<file path="config.mk">
export PLATFORM = sky130hd
export DESIGN_NAME = sop_seq_mac_flat
export DESIGN_NICKNAME = d
export VERILOG_FILES = /design/src/rtl/sop_seq_mac_if.sv /design/src/rtl/sop_seq_mac.sv /design/src/flat_wrapper.sv
export SDC_FILE = /design/constraint.sdc
export NUM_CORES = 1
export LEC_CHECK = 0
export ABC_AREA = 1
export CAP_MARGIN = 20
export CORE_ASPECT_RATIO = 1.2
export CORE_MARGIN = 3
export CORE_UTILIZATION = 60
export DETAILED_ROUTE_END_ITERATION = 6
export GPL_TIMING_DRIVEN = 0
export PLACE_DENSITY_LB_ADDON = 0.2
export RECOVER_POWER = 25
export SLEW_MARGIN = 10
export SYNTH_ARGS = -nofsm -noshare
export SYNTH_HDL_FRONTEND = slang
export SYNTH_SLANG_ARGS = --single-unit
</file>
<file path="constraint.sdc">
create_clock -name clk -period 2.28 [get_ports clk]
set_clock_uncertainty 0.15 [all_clocks]
set_input_delay 0.342 -clock clk [delete_from_list [all_inputs] [get_ports clk]]
set_output_delay 0.342 -clock clk [all_outputs]
set_load 0.01 [all_outputs]
</file>
<file path="src/rtl/sop_seq_mac_if.sv">
// Operand-load, control and display bus of the sequential sum-of-products unit.
// The master drives operands/controls; the slave (sop_seq_mac) returns status, result and display word.
interface sop_seq_mac_if #(
  parameter int W = 8,
  parameter int N = 2
);
  localparam int CW = (N > 2) ? $clog2(N) : 1;
  localparam int RW = 2 * W + CW;
  localparam int IW = (N > 2) ? $clog2(N) : 1;

  logic          wr_en;
  logic [IW-1:0] wr_idx;
  logic          wr_op;
  logic [W-1:0]  wr_data;
  logic          start;
  logic          busy;
  logic          done;
  logic [RW-1:0] result;
  logic          ovf;
  logic          disp_mode;
  logic [2*W-1:0] disp_value;

  modport master (
    output wr_en, wr_idx, wr_op, wr_data, start, disp_mode,
    input  busy, done, result, ovf, disp_value
  );

  modport slave (
    input  wr_en, wr_idx, wr_op, wr_data, start, disp_mode,
    output busy, done, result, ovf, disp_value
  );
endinterface

</file>
<file path="src/rtl/sop_seq_mac.sv">
// Sequential shift-add sum-of-products R = sum A[i]*B[i] with edge-detected operand writes and display mux.
// Optional macro SOP_SIGNED_EN switches operands, accumulator and overflow check to two's complement.
module sop_seq_mac #(
  parameter int W = 8,
  parameter int N = 2
) (
  input logic          clk,
  input logic          rst_n,
  sop_seq_mac_if.slave bus
);
  localparam int CW = (N > 2) ? $clog2(N) : 1;
  localparam int RW = 2 * W + CW;
  localparam int IW = (N > 2) ? $clog2(N) : 1;
  localparam int BW = $clog2(W);

  localparam logic [2:0] ST_IDLE = 3'd0;
  localparam logic [2:0] ST_LOAD = 3'd1;
  localparam logic [2:0] ST_MUL  = 3'd2;
  localparam logic [2:0] ST_ACC  = 3'd3;
  localparam logic [2:0] ST_DONE = 3'd4;

  logic [2:0]     wr_sync_r;
  logic [2:0]     start_sync_r;
  logic           wr_ev_s;
  logic           start_ev_s;
  logic           idx_ok_s;

  logic [W-1:0]   a_r [N];
  logic [W-1:0]   b_r [N];

  logic [2:0]     state_r;
  logic [2:0]     state_nx_s;
  logic [IW-1:0]  idx_r;
  logic [BW-1:0]  bitcnt_r;
  logic [2*W-1:0] mcand_r;
  logic [W-1:0]   mplier_r;
  logic [2*W-1:0] prod_r;
  logic [RW-1:0]  acc_r;
  logic [RW-1:0]  result_r;
  logic           ovf_r;
  logic           busy_r;
  logic           done_r;

  logic [W-1:0]   load_a_s;
  logic [W-1:0]   load_b_s;
  logic [RW-1:0]  addend_s;
  logic           ovf_s;
  logic [2*W-1:0] disp_s;

  // Two-flop synchronisers; bit 2 is the previous synchronised level for edge detection
  always_ff @(posedge clk or negedge rst_n) begin
    if (!rst_n) begin
      wr_sync_r    <= 3'b000;
      start_sync_r <= 3'b000;
    end else begin
      wr_sync_r    <= {wr_sync_r[1:0], bus.wr_en};
      start_sync_r <= {start_sync_r[1:0], bus.start};
    end
  end

  assign wr_ev_s    = wr_sync_r[1] & ~wr_sync_r[2];
  assign start_ev_s = start_sync_r[1] & ~start_sync_r[2];

  // Index range check written as a match loop so non-power-of-two N rejects unused codes
  always_comb begin
    idx_ok_s = 1'b0;
    for (int i = 0; i < N; i++) begin
      if (bus.wr_idx == IW'(i)) begin
        idx_ok_s = 1'b1;
      end else begin
        idx_ok_s = idx_ok_s;
      end
    end
  end

`ifdef SOP_SIGNED_EN
  logic sign_r;

  function automatic logic [W-1:0] mag_f(input logic [W-1:0] v);
    if (v[W-1]) begin
      mag_f = ~v + W'(1);
    end else begin
      mag_f = v;
    end
  endfunction

  // Signed operand magnitudes, negated product add and two's complement range check
  always_comb begin
    load_a_s = mag_f(a_r[idx_r]);
    load_b_s = mag_f(b_r[idx_r]);
    if (sign_r) begin
      addend_s = ~{{CW{1'b0}}, prod_r} + RW'(1);
    end else begin
      addend_s = {{CW{1'b0}}, prod_r};
    end
    ovf_s = ~((&acc_r[RW-1:2*W-1]) | ~(|acc_r[RW-1:2*W-1]));
  end

  // Product sign captured alongside the magnitudes in LOAD
  always_ff @(posedge clk or negedge rst_n) begin
    if (!rst_n) begin
      sign_r <= 1'b0;
    end else if (state_r == ST_LOAD) begin
      sign_r <= a_r[idx_r][W-1] ^ b_r[idx_r][W-1];
    end else begin
      sign_r <= sign_r;
    end
  end
`else
  // Unsigned operands feed straight through; overflow is any bit above 2W
  always_comb begin
    load_a_s = a_r[idx_r];
    load_b_s = b_r[idx_r];
    addend_s = {{CW{1'b0}}, prod_r};
    ovf_s    = |acc_r[RW-1:2*W];
  end
`endif

  // Next-state logic of the multiply-accumulate sequencer
  always_comb begin
    state_nx_s = state_r;
    case (state_r)
      ST_IDLE: begin
        if (start_ev_s) begin
          state_nx_s = ST_LOAD;
        end else begin
          state_nx_s = ST_IDLE;
        end
      end
      ST_LOAD: state_nx_s = ST_MUL;
      ST_MUL: begin
        if (bitcnt_r == BW'(W - 1)) begin
          state_nx_s = ST_ACC;
        end else begin
          state_nx_s = ST_MUL;
        end
      end
      ST_ACC: begin
        if (idx_r == IW'(N - 1)) begin
          state_nx_s = ST_DONE;
        end else begin
          state_nx_s = ST_LOAD;
        end
      end
      ST_DONE: state_nx_s = ST_IDLE;
      default: state_nx_s = ST_IDLE;
    endcase
  end

  // Operand register file; writes are only accepted while the sequencer is idle
  always_ff @(posedge clk or negedge rst_n) begin
    if (!rst_n) begin
      for (int i = 0; i < N; i++) begin
        a_r[i] <= {W{1'b0}};
        b_r[i] <= {W{1'b0}};
      end
    end else if (wr_ev_s && (state_r == ST_IDLE) && idx_ok_s) begin
      if (bus.wr_op) begin
        b_r[bus.wr_idx] <= bus.wr_data;
      end else begin
        a_r[bus.wr_idx] <= bus.wr_data;
      end
    end else begin
      for (int i = 0; i < N; i++) begin
        a_r[i] <= a_r[i];
        b_r[i] <= b_r[i];
      end
    end
  end

  // Sequencer state, shift-add datapath and registered status outputs
  always_ff @(posedge clk or negedge rst_n) begin
    if (!rst_n) begin
      state_r  <= ST_IDLE;
      idx_r    <= {IW{1'b0}};
      bitcnt_r <= {BW{1'b0}};
      mcand_r  <= {(2*W){1'b0}};
      mplier_r <= {W{1'b0}};
      prod_r   <= {(2*W){1'b0}};
      acc_r    <= {RW{1'b0}};
      result_r <= {RW{1'b0}};
      ovf_r    <= 1'b0;
      busy_r   <= 1'b0;
      done_r   <= 1'b0;
    end else begin
      state_r <= state_nx_s;
      busy_r  <= (state_nx_s != ST_IDLE);
      done_r  <= (state_nx_s == ST_DONE);
      case (state_r)
        ST_IDLE: begin
          if (start_ev_s) begin
            acc_r <= {RW{1'b0}};
            idx_r <= {IW{1'b0}};
          end else begin
            acc_r <= acc_r;
            idx_r <= idx_r;
          end
        end
        ST_LOAD: begin
          mcand_r  <= {{W{1'b0}}, load_a_s};
          mplier_r <= load_b_s;
          prod_r   <= {(2*W){1'b0}};
          bitcnt_r <= {BW{1'b0}};
        end
        ST_MUL: begin
          if (mplier_r[0]) begin
            prod_r <= prod_r + mcand_r;
          end else begin
            prod_r <= prod_r;
          end
          mcand_r  <= mcand_r << 1;
          mplier_r <= mplier_r >> 1;
          bitcnt_r <= bitcnt_r + BW'(1);
        end
        ST_ACC: begin
          acc_r <= acc_r + addend_s;
          idx_r <= idx_r + IW'(1);
        end
        ST_DONE: begin
          result_r <= acc_r;
          ovf_r    <= ovf_s;
        end
        default: begin
          acc_r <= acc_r;
        end
      endcase
    end
  end

  // Display word: selected operand pair, or low 2W bits of the result
  always_comb begin
    if (bus.disp_mode) begin
      disp_s = result_r[2*W-1:0];
    end else if (idx_ok_s) begin
      disp_s = {a_r[bus.wr_idx], b_r[bus.wr_idx]};
    end else begin
      disp_s = {(2*W){1'b0}};
    end
  end

  assign bus.busy       = busy_r;
  assign bus.done       = done_r;
  assign bus.result     = result_r;
  assign bus.ovf        = ovf_r;
  assign bus.disp_value = disp_s;
endmodule

</file>
<file path="src/flat_wrapper.sv">
// flat-port wrapper written by rule: the top's interface ports become plain ports
module sop_seq_mac_flat 
#(
  parameter int W = 8,
  parameter int N = 2
)
  (clk, rst_n, bus_wr_en, bus_wr_idx, bus_wr_op, bus_wr_data, bus_start, bus_disp_mode, bus_busy, bus_done, bus_result, bus_ovf, bus_disp_value);
  sop_seq_mac_if #(.W(W), .N(N)) bus_i ();
  input logic clk;
  input logic rst_n;
  input wire logic [$bits(bus_i.wr_en)-1:0] bus_wr_en;
  input wire logic [$bits(bus_i.wr_idx)-1:0] bus_wr_idx;
  input wire logic [$bits(bus_i.wr_op)-1:0] bus_wr_op;
  input wire logic [$bits(bus_i.wr_data)-1:0] bus_wr_data;
  input wire logic [$bits(bus_i.start)-1:0] bus_start;
  input wire logic [$bits(bus_i.disp_mode)-1:0] bus_disp_mode;
  output wire logic [$bits(bus_i.busy)-1:0] bus_busy;
  output wire logic [$bits(bus_i.done)-1:0] bus_done;
  output wire logic [$bits(bus_i.result)-1:0] bus_result;
  output wire logic [$bits(bus_i.ovf)-1:0] bus_ovf;
  output wire logic [$bits(bus_i.disp_value)-1:0] bus_disp_value;
  assign bus_i.wr_en = bus_wr_en;
  assign bus_i.wr_idx = bus_wr_idx;
  assign bus_i.wr_op = bus_wr_op;
  assign bus_i.wr_data = bus_wr_data;
  assign bus_i.start = bus_start;
  assign bus_i.disp_mode = bus_disp_mode;
  assign bus_busy = bus_i.busy;
  assign bus_done = bus_i.done;
  assign bus_result = bus_i.result;
  assign bus_ovf = bus_i.ovf;
  assign bus_disp_value = bus_i.disp_value;
  sop_seq_mac #(.W(W), .N(N)) u_core (.clk(clk), .rst_n(rst_n), .bus(bus_i));
endmodule
</file>
======== Word level (Yosys, flattened, before mapping) ========
Cells that the tools add are included.
storage, ports and cells
  output and inout port bits .............. 36
  register bits ........................... 122
  logic and storage cells ................. 79
  input bits .............................. 15
operators by class
  equality and inequality tests ........... 8
  bitwise operators ....................... 7
  reduce and logical (&&, ||, !) cells .... 10
  mux-type cells .......................... 30
  add/subtract/negate cells ............... 4
  $lt $le $gt $ge ......................... 3
operators with widths
  operator                                                   number
  two-way mux 8 bit                                          13
  one-hot mux 16 bit (2 select lines)                        2
  one-hot mux 17 bit (2 select lines)                        1
  bitwise mux 16 bit                                         2
  two-way mux 16 bit                                         2
  adder 17 x 16 -> 17 bit                                    1
  two-way mux 17 bit                                         1
  adder 16 bit                                               1
  one-hot mux 8 bit (2 select lines)                         1
  one-hot mux 3 bit (4 select lines)                         1
  == test 3 bit (second input constant)                      3
  demux 8 bit (select 1 bit)                                 1
  AND reduction 2 bit                                        4
  == test 3 x 2 -> 1 bit (second input constant)             2
  one-hot mux 3 bit (2 select lines)                         1
  greater-or-equal comparator 2 bit (second input constant)  2
  inequality test 2 x 1 -> 1 bit (second input constant)     2
  inverter 1 -> 2 bit                                        2
  nonzero test 2 bit                                         2
  adder 3 x 1 -> 3 bit (second input constant)               1
  == test 3 x 1 -> 1 bit (second input constant)             1
  logical NOT 3 bit                                          1
  two-way mux 1 bit                                          3
  two-way mux 3 bit                                          1
  other kinds (7)                                            11

======== Logic depth before layout (Yosys ltp) ========
Gate-level depths: netlist (run 1).
  depth in word-level cells ............... 6
  gate-level depth with buffers ........... 13
  gate-level depth less buffers ........... 13

======== Least setup slack after synthesis (run 1) ========
Ideal clock, no wire load.
  path type ............................... register to register
  start ................................... reg u_core.prod_r[0]
  end ..................................... reg u_core.acc_r[16]
  cell stages (with the launch flop) ...... 14
  clock period less this slack ............ 1.836 ns
  arrival time ............................ 1.570 ns
  slack ................................... 0.444 ns
  required time ........................... 2.014 ns
  cell sequence ........................... dfrtp_1 ha_1 inv_1 fa_1 inv_1 nand3_1 nand3_1 nand2_1 nand2_1 nand2_1 nand2_1 nand2_1 nand2_1 nand2_1
between the ends
  word-level cells in the longest chain between the ends .. 2
ends and longest elaborated chain
  element                              RTL line            source
  from (decl)                          sop_seq_mac.sv:37   logic [2*W-1:0] prod_r;
  from (signal assigned)               sop_seq_mac.sv:179  prod_r <= {(2*W){1'b0}};
  from (signal assigned)               sop_seq_mac.sv:202  prod_r <= {(2*W){1'b0}};
  from (signal assigned)               sop_seq_mac.sv:207  prod_r <= prod_r + mcand_r;
  adder 17 x 16 -> 17 bit              sop_seq_mac.sv:216  acc_r <= acc_r + addend_s;
  one-hot mux 17 bit (2 select lines)  sop_seq_mac.sv:189  case (state_r)
  to (signal assigned)                 sop_seq_mac.sv:192  acc_r <= {RW{1'b0}};
  to (signal assigned)                 sop_seq_mac.sv:195  acc_r <= acc_r;
  to (signal assigned)                 sop_seq_mac.sv:216
  to (decl)                            sop_seq_mac.sv:38   logic [RW-1:0] acc_r;
Every way passes these cells.
A chain may end at the register's enable or synchronous reset.

======== Worst setup path after layout (run 1) ========
  start ................................... reg u_core.b_r[7] in the netlist's numbering
  end ..................................... out bus_disp_value[7]
between the ends
  word-level cells in the longest chain between the ends .. 4
ends and longest elaborated chain
  element                                               RTL line            source
  from (decl)                                           sop_seq_mac.sv:29   logic [W-1:0] b_r [N];
  from (signal, indexed assignment)                     sop_seq_mac.sv:155  b_r[i] <= {W{1'b0}};
  from (signal, indexed assignment)                     sop_seq_mac.sv:159  b_r[bus.wr_idx] <= bus.wr_data;
  from (signal, indexed assignment)                     sop_seq_mac.sv:166  b_r[i] <= b_r[i];
  two-way mux 8 bit (implied by the code) (3 in a row)  sop_seq_mac.sv:235  disp_s = {a_r[bus.wr_idx], b_r[bus.wr_idx]};
  two-way mux 16 bit                                    sop_seq_mac.sv:232  if (bus.disp_mode) begin
  to (decl)                                             flat_wrapper.sv:21  output wire logic [$bits(bus_i.disp_value)-1:0] bus_disp_value;
Every way passes these cells. The select of a mux whose other input is x is not followed.

==> key figures, run 1 <==
Power and ir drop
  • Overall Power: between 10,000 and 15,000 uW
  • Pwr/cell area: about 1300 mW/mm^2
  • Leakage Power: roughly 0.0044 uW
  • Peak supply drop: around 0.67 mV

Detailed routing
  • Vias/cell: between 5 and 6
  • Initial drt markers: roughly 450
  • Final wirelength: 18.65 mm
  • Drt pass-1 iters: 7
  • Via count: between 6,000 and 7,000
  • DRT antenna net count: 0
  • # DRC: 0
  • Average wire per standard cell: between 15 and 20 um

Worst setup path
  • Crit end category: primary output
  • CP Launch Type: flop
  • Worst EP required: 1.79 ns
  • Arr. time, crit path: 1.73 ns
  • Setup CP Type: flop to primary output
  • CP max FO: 3

GRT
  • First-pass GRT wire length: slightly above 30 mm
  • Initial antenna violation count: 0
  • Vias in the first global route: slightly above 6,000
  • Total gr overflow: 0
  • GRT Overall Usage: 0.2956
  • Largest net degree at the start of global routing: 66

Hold path
  • Min-Delay Path Class: flop to flop

Cells and area
  • Most frequent cells in the layout: 293 x nand2_1, 121 x dfrtp_1, 117 x inv_1
  • Antenna Cells: 0
  • Commonest non-fill, non-tap cell in the layout: nand2_1
  • Layout cells sized above 1: 0.1142
  • Area Growth Syn to Fin: 18.52%
  • Fin nets: between 1,000 and 1,500
  • Fin area: 0.008457 mm^2

Floorplan
  • Die Y: ~130 um
  • I/O pins: 51
  • Die Wd: about 110 um
  • # rows: between 40 and 50
  • Initial core utilization: 0.6169
  • CORE AREA: approximately 0.012 mm^2
  • Die Area: around 0.013 mm^2

Clock network
  • Root Buffer: clkbuf_16
  • Post-CTS setup buffers: 0
  • CTS sink cnt: around 120
  • Clock latency on the worst-skew pair: roughly 0.42 ns
  • Clock Tree Buf Depth: 2
  • H-tree depth: 4
  • TritonCTS clock tree: done
  • CTS Buf Count: 17
  • Clock slew at reported path FFs: 0.06 ns

STA
  • Post-layout min period: around 2.2 ns
  • Maximum clock rate: 450.8 MHz
  • Final critical-path share of the clock period: 0.9730
  • Final Max Slew Viols: 0
  • Unrepaired setup endpoints after global routing: no
  • Setup Viol. Count Final: 0
  • Sum Neg Setup Slack: 0 ns
  • Worst-Margin Slew: 1.418 ns
  • Slew margin rel.: 0.05445
  • Fin. Hold Viols: 0

Placed design
  • # port buffers: 48
  • Final Wtd Congestion: roughly 0.97
  • Final HPWL DP: about 14 mm
  • Area post-placement: a little under 0.008 mm^2

Synthesis
  • Mean Syn Cell Area: slightly below 8 um^2
  • Post-synthesis cell count: around 930
  • Yosys cell types: 39
  • Yosys reg bits: approximately 120
  • Synthesis warning total: 0
  • Sequential-to-total area share from yosys stat: 0.4243
  • Syn nets: 976
  • Synthesized area: about 0.0071 mm^2

Status
  • Status: complete, no violations

Flow run
  • Total of max-cap violations: 0
## metrics by stage
step / cells / hold slack (ns) / utilization / worst slack [ns]
6_report: 1164 / 0.2087 / 0.7311 / 0.06150
5_1_grt: 1164 / 0.2149 / 0.7311 / 0.01738
4_1_cts: 1164 / 0.2018 / 0.7314 / 0.0009598
3_5_place_dp: 1132 / 0.1875 / 0.6779 / -0.1958
3_3_place_gp: 1131 / 0.1822 / 0.6754 / -3.987
2_1_floorplan: 926 / -0.1036 / - / 0.4441
## per-layer routing
layer	GRT usage	part of all wire
met5	0	0
met2	0.5128	0.51
met3	0.04698	0.045
met4	0.1486	0.047
met1	0.3547	0.40
## synth_stat cells, drive strengths merged
library cell | instances | area [um^2]
nand3 | 54 | 325.3
mux2i | 2 | 20.02
buf | 19 | 137.6
xnor2 | 4 | 35.03
o21ai | 94 | 590.6
mux2 | 7 | 78.83
dfrtp | 121 | 3028
nand2 | 296 | 1124
o21bai | 2 | 15.01
nand3b | 7 | 52.55
o22ai | 12 | 75.07
a21oi | 52 | 260.3
and2 | 1 | 6.260
a22o | 3 | 26.28
xor2 | 2 | 17.52
o211ai | 3 | 22.52
ha | 33 | 412.9
nor3 | 8 | 45.04
or2 | 3 | 18.77
fa | 2 | 40.04
nor2 | 64 | 282.8
clkbuf | 8 | 30.03
clkinv | 2 | 7.510
inv | 125 | 471.7
nand4 | 2 | 12.51
## worst max-delay path, stage by stage (launching register included)
cell and delay, ns:
dfrtp_1 0.40, a21oi_1 0.12, a21oi_1 0.21, clkdlybuf4s50_1 0.58
## final cells by class
| class | instances | area, um^2 |
|---|---|---|
| inverters | 127 | 481.7 |
| flip-flops and latches | 121 | 3028 |
| clock buffers | 24 | 481.7 |
| clock inverters | 8 | 117.6 |
| well taps | 157 | 196.4 |
| multi-input cells | 651 | 3461 |
| fillers | 914 | 3110 |
| plain buffers | 26 | 177.7 |
| repair buffers | 50 | 513.0 |
## sequential cells by signal, indices dropped and copies added, names as in the netlist
| signal | flops |
|---|---|
| u_core.bus.busy | 1 |
| u_core.a_r | 16 |
| u_core.start_sync_r | 3 |
| u_core.bus.done | 1 |
| u_core.prod_r | 16 |
| u_core.b_r | 16 |
| u_core.idx_r | 1 |
| u_core.bus.result | 17 |
| u_core.mcand_r | 16 |
| u_core.mplier_r | 8 |
| u_core.wr_sync_r | 3 |
| u_core.acc_r | 17 |
| u_core.state_r | 3 |
| u_core.bitcnt_r | 3 |
## worst paths after layout
| path | slack [ns] | startpoint | cells past startpoint | to |
|---|---|---|---|---|
| setup / recovery | 0.06 | u_core.b_r[7] | 3 | bus_disp_value[7] |
| hold / removal | 0.21 | u_core.start_sync_r[0] | 0 | u_core.start_sync_r[1] |
| setup reg to reg | 0.22 | u_core.prod_r[0] | 13 | u_core.acc_r[16] |
| hold reg to reg | 0.21 | u_core.start_sync_r[0] | 0 | u_core.start_sync_r[1] |
| max in group asynchronous | 0.37 | rst_n | 3 | u_core.state_r[2] |
| min in group asynchronous | 0.64 | rst_n | 2 | u_core.mcand_r[11] |
## where the power goes
group / leakage, uW / switching (uW) / internal, uW / total (uW)
Combinational: 0.00256 / 2620 / 1640 / 4260
Sequential: 0.00159 / 709 / 2920 / 3630
Clock: 0.000294 / 956 / 1800 / 2750
Total: 0.00444 / 4290 / 6360 / 10600
## logic make-up (layout without fill, tap and decap cells)
| logic type | count (synthesis) | in the layout | synth area share |
|---|---|---|---|
| AOI/OAI and AO/OA | 166 | 166 | 0.1387 |
| adders and majority gates | 35 | 35 | 0.06348 |
| buffers and inverters | 154 | 235 | 0.09065 |
| muxes | 9 | 9 | 0.01385 |
| and+or+nand+nor | 435 | 435 | 0.2616 |
| xor gates and xnor gates | 6 | 6 | 0.007364 |
| DFF | 121 | 121 | 0.4243 |
## repair_timing
item,4_1_cts,5_1_grt
setup endpoints to repair,10,3
hold buffers,1,0
gates resized for setup,9,1
hold endpoints to repair,56,0
Power figures use the tool's default switching activity.
==> run 2, diff against run 1 <==
Settings changed: CTS_CLUSTER_DIAMETER set to 200, HOLD_SLACK_MARGIN set to 0.03.
==> results of run 2 <==
Same layout as run 1: the final DEF is identical, and so are final timing and power.
==> run 3, diff against run 2 <==
Settings changed: CELL_PAD_IN_SITES_DETAIL_PLACEMENT set to 2, CELL_PAD_IN_SITES_GLOBAL_PLACEMENT set to 2, CORE_UTILIZATION 60 to 36, CTS_BUF_LIST set to sky130_fd_sc_hd__clkbuf_8, GPL_TIMING_DRIVEN 0 to 1.
==> run 3 against run 2 <==
Net effect: via count is 3.5% higher; first-iteration DRC count decreased by 43%; sequential share of layout area is essentially flat; global-route usage shrank 4.8 points; worst hold slack better by 0.0076 ns.
==> key figures, run 3 (synthesized netlist as in run 1, its figures left out) <==
Cells and area
  • Antenna Cells: 0 (unchanged)
  • Layout cells sized above 1: 0.1196 (was 0.1142)
  • Commonest non-fill, non-tap cell in the layout: nand2_1 (unchanged)
  • Fill cell count: 2,239 (was 914)
  • Fin nets: 1,040 (was 1,044)
  • Area Growth Syn to Fin: 18.36% (was 18.52%)
  • Most frequent cells in the layout: 293 x nand2_1, 121 x dfrtp_1, 118 x inv_1 (was 293 x nand2_1, 121 x dfrtp_1, 117 x inv_1)

STA
  • Slew margin rel.: 0.4026 (was 0.05445)
  • Fin worst setup slack: 0.1764 ns (was 0.06150 ns)
  • Unrepaired setup endpoints after global routing: no (unchanged)
  • Setup Viol. Count Final: 0 (unchanged)
  • Post-layout min period: 2.104 ns (was 2.218 ns)
  • Worst-Margin Slew: 0.8961 ns (was 1.418 ns)
  • Fin. Hold Viols: 0 (unchanged)
  • Final critical-path share of the clock period: 0.9226 (was 0.9730)
  • Maximum clock rate: 475.4 MHz (was 450.8 MHz)
  • Final Max Slew Viols: 0 (unchanged)

Clock network
  • H-tree depth: 4 (unchanged)
  • Clock latency on the worst-skew pair: 0.46 ns (was 0.42 ns)
  • Clock slew at reported path FFs: 0.08 ns (was 0.06 ns)
  • Root Buffer: clkbuf_8 (was clkbuf_16)
  • CTS sink cnt: 121 (unchanged)
  • TritonCTS clock tree: done (unchanged)
  • CTS Buf Count: 17 (unchanged)
  • Clock Tree Buf Depth: 2 (unchanged)

Floorplan
  • I/O pins: 51 (unchanged)
  • # rows: 55 (was 43)
  • CORE AREA: 0.01913 mm^2 (was 0.01157 mm^2)
  • Die Y: 160.2 um (was 125.5 um)
  • Die Wd: 134.5 um (was 105.6 um)
  • Die Area: 0.02155 mm^2 (was 0.01324 mm^2)
  • Initial core utilization: 0.3730 (was 0.6169)

GRT
  • GRT Overall Usage: 0.2474 (was 0.2956)
  • Vias in the first global route: 7,485 (was 6,127)
  • Largest net degree at the start of global routing: 46 (was 66)
  • Total gr overflow: 0 (unchanged)
  • Initial antenna violation count: 0 (unchanged)
  • First-pass GRT wire length: 41.41 mm (was 30.64 mm)

Worst setup path
  • Arr. time, crit path: 2.29 ns (was 1.73 ns)
  • Setup CP Type: flop to flop (was flop to primary output)
  • Register-to-register setup slack: 0.18 ns (was 0.22 ns)
  • CP max FO: 4 (was 3)
  • Worst EP required: 2.47 ns (was 1.79 ns)
  • Reg2Reg Launch Point: u_core.prod_r[0] (unchanged)
  • Reg2reg end: u_core.prod_r[8] (was u_core.acc_r[16])
  • Depth of the most critical reg-to-reg path: 11 (was 13)
  • CP Launch Type: flop (unchanged)
  • Crit end category: flop (was primary output)

Power and ir drop
  • Combinational share of power: 0.422 (was 0.400)
  • Sw frac: 0.4429 (was 0.4028)
  • Clock power share: 0.226 (was 0.259)
  • Power Internal: 5894 uW (was 6355 uW)
  • Sequential share of power: 0.352 (was 0.341)
  • Pwr/cell area: 1253 mW/mm^2 (was 1258 mW/mm^2)
  • Peak supply drop: 0.5148 mV (was 0.6672 mV)
  • Overall Power: 10,580 uW (was 10,640 uW)
  • P_sw: 4685 uW (was 4287 uW)
  • Leakage Power: 0.004442 uW (was 0.004440 uW)

Placed design
  • Post-place setup slack: -0.1567 ns (was -0.1958 ns)
  • Final Wtd Congestion: 0.7869 (was 0.9704)
  • # port buffers: 50 (was 48)
  • Final HPWL DP: 19.47 mm (was 13.60 mm)

Hold path
  • Hold Crit Depth: 0 (unchanged)
  • Min-Delay Path Class: flop to flop (unchanged)
  • Min-Delay Endpoint: u_core.start_sync_r[1] (unchanged)
  • Worst Min Path Start: u_core.start_sync_r[0] (unchanged)

Detailed routing
  • Drt pass-1 iters: 4 (was 7)
  • Final wirelength: 25.64 mm (was 18.65 mm)
  • Metal3 WL: 621 um (was 844 um)
  • Average wire per standard cell: 20.37 um (was 16.02 um)
  • Via count: 6,568 (was 6,344)
  • Top layer in use: met4 (unchanged)
  • Met1 WL: 10.43 mm (was 7.505 mm)
  • Initial drt markers: 256 (was 448)
  • Vias/cell: 5.217 (was 5.450)
  • DRT antenna net count: 0 (unchanged)
  • Met2 WL: 13.74 mm (was 9.431 mm)
  • # DRC: 0 (unchanged)

Flow run
  • Total of max-cap violations: 0 (unchanged)

Status
  • Status: complete, no violations (unchanged)
## run 3: cell count changes in the layout (fill, tap and decap cells not counted), moves of 4 or more
cell / previous run / this run
clkbuf_16: 17 / 0
clkbuf_1: 8 / 0
dlygate4sd2_1: 0 / 16
buf_4: 2 / 16
clkinv_2: 4 / 0
clkdlybuf4s50_1: 45 / 30
clkbuf_8: 3 / 20
buf_2: 9 / 0
## run 3: worst max-delay path, stage by stage (launching register included)
cell,delay (ns)
dfrtp_1,0.39
ha_1,0.22
inv_1,0.07
fa_1,0.36
inv_1,0.14
nand3_1,0.09
nand3_1,0.14
nand2_1,0.08
nand3_1,0.13
nand2_1,0.08
nand2_1,0.06
o21ai_0,0.07
## run 3: through the flow
step	instances	area (um^2)	util	hold WS, ns	setup TNS, ns
floorplan	926	7136	-	-0.1036	0
global placement	1225	7961	0.4162	0.1494	-1.176
detailed placement	1225	7961	0.4162	0.1518	-1.343
CTS	1258	8451	0.4417	0.1714	0
global route	1259	8446	0.4415	0.2282	0
finish	1259	8446	0.4415	0.2163	0
## run 3: how the worst max path moves through the flow
stage	start	to	slack, ns	cells past startpoint
after floorplan	u_core.prod_r[0]	u_core.acc_r[16]	0.44	13
after global placement	bus_wr_idx	bus_disp_value[0]	-0.10	5
after detailed placement	bus_wr_idx	bus_disp_value[8]	-0.16	5
after CTS	bus_disp_mode	bus_disp_value[4]	0.01	6
after global routing	u_core.prod_r[0]	u_core.prod_r[12]	0.003	11
final	u_core.prod_r[0]	u_core.prod_r[8]	0.18	11
## run 3: power groups by stage
stage               clock network [uW]  logic [uW]  registers, uW
floorplan                            0        3060           3380
global placement                     0        4190           3710
detailed placement                   0        4430           3740
CTS                               2440        4500           3720
global route                      2530        5060           3800
finish                            2390        4460           3720
## run 3: layout make-up
| cell class | count | area (um^2) | area share |
|---|---|---|---|
| inverters | 127 | 481.7 | 0.05704 |
| flip-flops and latches | 121 | 3028 | 0.3585 |
| clock buffers | 20 | 275.3 | 0.03259 |
| multi-input cells | 651 | 3476 | 0.4116 |
| well taps | 256 | 320.3 | 0.03793 |
| repair buffers | 72 | 654.4 | 0.07748 |
| clock inverters | 12 | 210.2 | 0.02489 |
## run 3: routing by layer
metal | global-route usage | vias up
li1 | - | 3092
met1 | 0.2875 | 3330
met2 | 0.4508 | 99
met3 | 0.03938 | 47
met4 | 0.09769 | 0
met5 | 0 | -
## run 3: timing repair
item | CTS | global route
cloned | 0 | 0
endpoints found under the setup margin | 16 | 6
hold buffers | 1 | 0
endpoints found under the hold margin | 56 | 0
resized for setup | 20 | 5
buffers inserted | 0 | 1
